File: src/rtl/exp_feeder.sv
// Sample FIFO feeding a multi-cycle exponential core one argument at a time,
// holding each result until downstream takes it. Optional watchdog: EXP_FEEDER_TIMEOUT_EN.
module exp_feeder #(
  parameter int DEPTH   = 4,
  parameter int TIMEOUT = 64
) (
  input  logic        clk,
  input  logic        rst,
  input  logic        in_valid,
  output logic        in_ready,
  input  logic [15:0] in_x,
  output logic        core_start,
  output logic [15:0] core_x,
  input  logic        core_done,
  input  logic [1:0]  core_intpart,
  input  logic [15:0] core_fracpart,
  output logic        out_valid,
  input  logic        out_ready,
  output logic [1:0]  out_intpart,
  output logic [15:0] out_fracpart,
  output logic        out_err,
  output logic        busy,
  output logic [1:0]  dbg_state
);
  // Handshakes: a transfer happens on a rising edge where valid && ready are both
  // high; valid never waits on ready, and held data stays stable until the transfer.

  localparam int AW = $clog2(DEPTH);
  localparam int CW = $clog2(DEPTH + 1);

  typedef enum logic [1:0] {
    S_IDLE   = 2'd0,
    S_LAUNCH = 2'd1,
    S_WAIT   = 2'd2,
    S_HOLD   = 2'd3
  } state_t;

  if (DEPTH < 2 || (DEPTH & (DEPTH - 1)) != 0 || TIMEOUT < 1) begin : g_param_check
    $error("exp_feeder: DEPTH must be a power of 2 >= 2 and TIMEOUT >= 1");
  end

  state_t        state_q, state_d;
  logic [15:0]   mem_q [DEPTH];
  logic [AW-1:0] wr_ptr_q, wr_ptr_d;
  logic [AW-1:0] rd_ptr_q, rd_ptr_d;
  logic [CW-1:0] count_q, count_d;
  logic          core_start_q, core_start_d;
  logic [15:0]   core_x_q, core_x_d;
  logic          out_valid_q, out_valid_d;
  logic [1:0]    int_q, int_d;
  logic [15:0]   frac_q, frac_d;
  logic          busy_q, busy_d;
  logic          push, pop;

`ifdef EXP_FEEDER_TIMEOUT_EN
  localparam int WW = $clog2(TIMEOUT + 1);
  logic [WW-1:0] wd_q, wd_d;
  logic          err_q, err_d;
`endif

  assign in_ready = (count_q != CW'(DEPTH));
  assign push     = in_valid && in_ready;
  // The FIFO head is consumed only when the FSM launches it from IDLE.
  assign pop      = (state_q == S_IDLE) && (count_q != '0);

  always_comb begin
    wr_ptr_d = push ? wr_ptr_q + 1'b1 : wr_ptr_q;
    rd_ptr_d = pop  ? rd_ptr_q + 1'b1 : rd_ptr_q;
    case ({push, pop})
      2'b10:   count_d = count_q + 1'b1;
      2'b01:   count_d = count_q - 1'b1;
      default: count_d = count_q;
    endcase
  end

  always_comb begin
    state_d      = state_q;
    core_start_d = 1'b0;
    core_x_d     = core_x_q;
    out_valid_d  = out_valid_q;
    int_d        = int_q;
    frac_d       = frac_q;
`ifdef EXP_FEEDER_TIMEOUT_EN
    wd_d         = wd_q;
    err_d        = err_q;
`endif
    case (state_q)
      S_IDLE: begin
        if (count_q != '0) begin
          state_d      = S_LAUNCH;
          core_x_d     = mem_q[rd_ptr_q];
          core_start_d = 1'b1;
        end
      end
      S_LAUNCH: begin
        state_d = S_WAIT;
`ifdef EXP_FEEDER_TIMEOUT_EN
        wd_d    = '0;
`endif
      end
      S_WAIT: begin
        if (core_done) begin
          state_d     = S_HOLD;
          out_valid_d = 1'b1;
          int_d       = core_intpart;
          frac_d      = core_fracpart;
`ifdef EXP_FEEDER_TIMEOUT_EN
          err_d       = 1'b0;
        end else if (wd_q == WW'(TIMEOUT)) begin
          state_d     = S_HOLD;
          out_valid_d = 1'b1;
          int_d       = '0;
          frac_d      = '0;
          err_d       = 1'b1;
        end else begin
          wd_d        = wd_q + 1'b1;
`endif
        end
      end
      S_HOLD: begin
        if (out_ready) begin
          state_d     = S_IDLE;
          out_valid_d = 1'b0;
        end
      end
      default: state_d = S_IDLE;
    endcase
    busy_d = (state_d != S_IDLE) || (count_d != '0);
  end

  always_ff @(posedge clk or negedge rst) begin
    if (!rst) begin
      state_q      <= S_IDLE;
      wr_ptr_q     <= '0;
      rd_ptr_q     <= '0;
      count_q      <= '0;
      core_start_q <= 1'b0;
      core_x_q     <= '0;
      out_valid_q  <= 1'b0;
      int_q        <= '0;
      frac_q       <= '0;
      busy_q       <= 1'b0;
`ifdef EXP_FEEDER_TIMEOUT_EN
      wd_q         <= '0;
      err_q        <= 1'b0;
`endif
    end else begin
      state_q      <= state_d;
      wr_ptr_q     <= wr_ptr_d;
      rd_ptr_q     <= rd_ptr_d;
      count_q      <= count_d;
      core_start_q <= core_start_d;
      core_x_q     <= core_x_d;
      out_valid_q  <= out_valid_d;
      int_q        <= int_d;
      frac_q       <= frac_d;
      busy_q       <= busy_d;
`ifdef EXP_FEEDER_TIMEOUT_EN
      wd_q         <= wd_d;
      err_q        <= err_d;
`endif
    end
  end

  // Storage needs no reset: occupancy alone says which entries are live.
  always_ff @(posedge clk) begin
    if (push) mem_q[wr_ptr_q] <= in_x;
  end

  assign core_start   = core_start_q;
  assign core_x       = core_x_q;
  assign out_valid    = out_valid_q;
  assign out_intpart  = int_q;
  assign out_fracpart = frac_q;
  assign busy         = busy_q;
  assign dbg_state    = state_q;
`ifdef EXP_FEEDER_TIMEOUT_EN
  assign out_err      = err_q;
`else
  assign out_err      = 1'b0;
`endif

endmodule

File: config.mk
export PLATFORM = sky130hd
export DESIGN_NAME = exp_feeder
export DESIGN_NICKNAME = d
export VERILOG_FILES = /design/src/rtl/exp_feeder.sv
export SDC_FILE = /design/constraint.sdc
export NUM_CORES = 1
export LEC_CHECK = 0
export ABC_CLOCK_PERIOD_IN_PS = 6890
export CORE_MARGIN = 3
export CORE_UTILIZATION = 45
export DETAILED_ROUTE_END_ITERATION = 12
export HOLD_SLACK_MARGIN = 0.15
export PLACE_DENSITY = 0.79
export SKIP_LAST_GASP = 1
export SYNTH_ARGS = -nofsm -noshare
export SYNTH_HDL_FRONTEND = slang
export SYNTH_SLANG_ARGS = --single-unit
export TNS_END_PERCENT = 20
File: constraint.sdc
create_clock -name clk -period 6.89 [get_ports clk]
set_clock_uncertainty 0.15 [all_clocks]
set_input_delay 0.689 -clock clk [delete_from_list [all_inputs] [get_ports clk]]
set_output_delay 0.689 -clock clk [all_outputs]
set_load 0.01 [all_outputs]
==> run_results.csv <==
group,metric,value,unit
global_routing,grt_pass1_vias,2181,
floorplanning,rows,34,
layout,final_util,0.592,
setup_path,path_max_fanout,7,
logic_synthesis,yosysSeqAreaShare,0.725,
placement,place_area,5110,sq um
setup_path,arrival,1.80,ns
floorplanning,coreArea,8930,sq um
setup_path,r2r.worst_path.cells,8,
clock_tree,clkSinkCount,110,
timing,final-setup-viol-count,0,
clock_tree,cts.clk_slew.worst_paths,0.09,ns
status,status,"complete, no violations",
floorplanning,dieArea,10600,sq um
clock_tree,numCtsBuffers,9,
global_routing,grt_pass1_wl,11300,um
timing,timing.final.crit_period,2.64,ns
clock_tree,cts_tree,"done",
clock_tree,holdBufCountCts,0,
logic_synthesis,yosysWarnings,0,
setup_path,critPathCaptureType,"output port",
placement,dp.cells,393,
floorplanning,fp.dieH,103,um
floorplanning,start_util,0.475,
layout,diodes,0,
floorplanning,die_w,103,um
layout,layout-drive-gt1-share,0.223,
timing,drv_slew,0,
timing,fin_ws,4.25,ns
placement,dpl_worst_slack,3.96,ns
logic_synthesis,synthCells,214,
clock_tree,clk_path_buf_depth,2,
timing,finalSetupTns,0,ns
drt,final_antenna_net_count,0,
placement,gp_congestion,0.731,
layout,syn2layout_area_growth,24.8,%
clock_tree,ctsHtreeMaxLevel,3,
clock_tree,post_cts_resized,0,
drt,wl,7190,um
global_routing,grt_max_degree,47,
logic_synthesis,syn_area_per_cell,19.8,sq um
timing,worstMarginPinSlew,1.04,ns
hold_path,hold_class,"in2async",
timing,hold_viol_final,0,
setup_path,worstPathRequired,6.05,ns
setup_path,start_kind,"register",
logic_synthesis,synth.area.top_cells,"edfxtp_1, dfrtp_1, mux2_2",
drt,num_vias,2145,
logic_synthesis,synth_seq_cells,110,
logic_synthesis,ys_types,31,
setup_path,r2r_end,"busy",
timing,hold_slack,0.360,ns
power_and_ir_drop,p_leak,1.99,nW
global_routing,grt_usage,0.143,
layout,final_area,5290,sq um
setup_path,worstSetupPathType,"reg2out",
logic_synthesis,synth-edff-count,64,
timing,slew-limit-headroom,0.308,
layout,nets,341,
placement,dpl.hpwl,4810,um
run,maxCapViolCount,0,
power_and_ir_drop,peakVddDrop,0.143,mV
power_and_ir_drop,p_per_area,418,nW/um^2
drt,drt_pre_antenna_iters,6,
global_routing,antenna_found_initial,0,
drt,avgRoutedWirePerCell,17.6,um
clock_tree,clock_latency,0.35,ns
timing,final.period_utilization,0.383,
logic_synthesis,synth.largest_area_cell,"edfxtp_1",
setup_path,r2r-start,"count_q[0]",
logic_synthesis,ys_async_sr_fraction,0.418,
timing,fmax,379,MHz
layout,regArea,3070,sq um
drt,drc,0,
layout,final_cells,409,
logic_synthesis,yosysTopAreaCellShare,0.453,
layout,nFillCells,688,
logic_synthesis,synth_nets,259,
clock_tree,post-cts-setup-buffer-count,0,
layout,multi_input_area,1100,sq um
setup_path,reg2reg_slack,4.28,ns
logic_synthesis,synth_area,4240,sq um
clock_tree,cts-root-buf,"clkbuf_8",
timing,rsz0062_at_grt,"false",
floorplanning,io_pins,80,
power_and_ir_drop,p_total,2.21,mW
placement,port_buffers,78,
logic_synthesis,ys.flop_type,"edfxtp_1",
drt,vias_per_cell,5.24,
global_routing,grt-ovfl-total,0,
drt,drtIter0Drc,72,
[sequential cells by signal, indices dropped and copies added (netlist names)]
name / cells
mem_q: 64
core_x: 16
out_fracpart: 16
count_q: 3
dbg_state: 2
out_intpart: 2
rd_ptr_q: 2
wr_ptr_q: 2
busy: 1
core_start: 1
out_valid: 1
[synth_stat cells, types with 2 or more instances]
library cell,instances
edfxtp_1,64
dfrtp_1,46
mux2_2,35
mux4_2,11
and3_1,5
ha_1,5
inv_1,5
mux4_1,5
xnor2_1,5
buf_2,4
nand2_1,4
o21ai_0,3
nor2_1,2
nor2b_1,2
nor3b_1,2
[area by class of cell]
class / count / area share
Inverter: 5 / 0.00355
Multi-Input combinational cell: 91 / 0.208
Clock buffer: 13 / 0.0307
Tap cell: 108 / 0.0255
Timing Repair Buffer: 79 / 0.148
Clock inverter: 3 / 0.00331
Sequential cell: 110 / 0.581
[critical path, cell delays in order, from the launching register on]
cell	delay, ns
dfrtp_1	0.49
or3b_4	0.46
clkdlybuf4s50_1	0.50
[worst max path at each step]
stage,startpoint,end,slack (ns),cells after the start
6_report,count_q[0],in_ready,4.25,2
5_1_grt,count_q[0],busy,4.14,8
4_1_cts,count_q[0],in_ready,4.22,2
3_5_place_dp,in_valid,busy,3.96,8
3_3_place_gp,in_valid,busy,4.03,8
2_1_floorplan,count_q[0],busy,4.44,8
[kinds of logic (layout without fill, tap and decap cells)]
| logic type | after synthesis | in the layout | synth area share |
|---|---|---|---|
| AO/OA/AOI/OAI | 7 | 7 | 0.0106 |
| XOR/XNOR | 5 | 5 | 0.0103 |
| adder cells (fa/ha/maj) | 6 | 6 | 0.0195 |
| buffers and inverters | 13 | 100 | 0.0192 |
| flip-flops | 110 | 110 | 0.725 |
| multiplexers | 52 | 52 | 0.186 |
| other | 1 | 1 | 0.000884 |
| AND/OR/NAND/NOR | 20 | 20 | 0.0289 |
[cell usage in the layout, fill, tap and decap left out, types with 4 or more instances in the layout]
master           instances
clkdlybuf4s50_1         77
edfxtp_1                64
inv_1                    5
mux4_1                   5
clkbuf_8                11
mux4_2                  11
mux2_2                  35
and3_1                   5
nand2_1                  4
ha_1                     5
dfrtp_1                 46
xnor2_1                  5
[per-layer routing]
| layer | track usage | part of all wire |
|---|---|---|
| met4 | 0.0339 | 0.010 |
| met5 | 0 | 0 |
| met2 | 0.233 | 0.48 |
| met3 | 0.0507 | 0.078 |
| met1 | 0.186 | 0.43 |
[report_power, final]
| group | leakage (nW) | internal (mW) | switching, mW |
|---|---|---|---|
| logic | 0.768 | 0.491 | 0.300 |
| clock network | 0.0977 | 0.156 | 0.197 |
| registers | 1.13 | 0.920 | 0.149 |
| total | 1.99 | 1.57 | 0.646 |
Power figures use the tool's default switching activity.
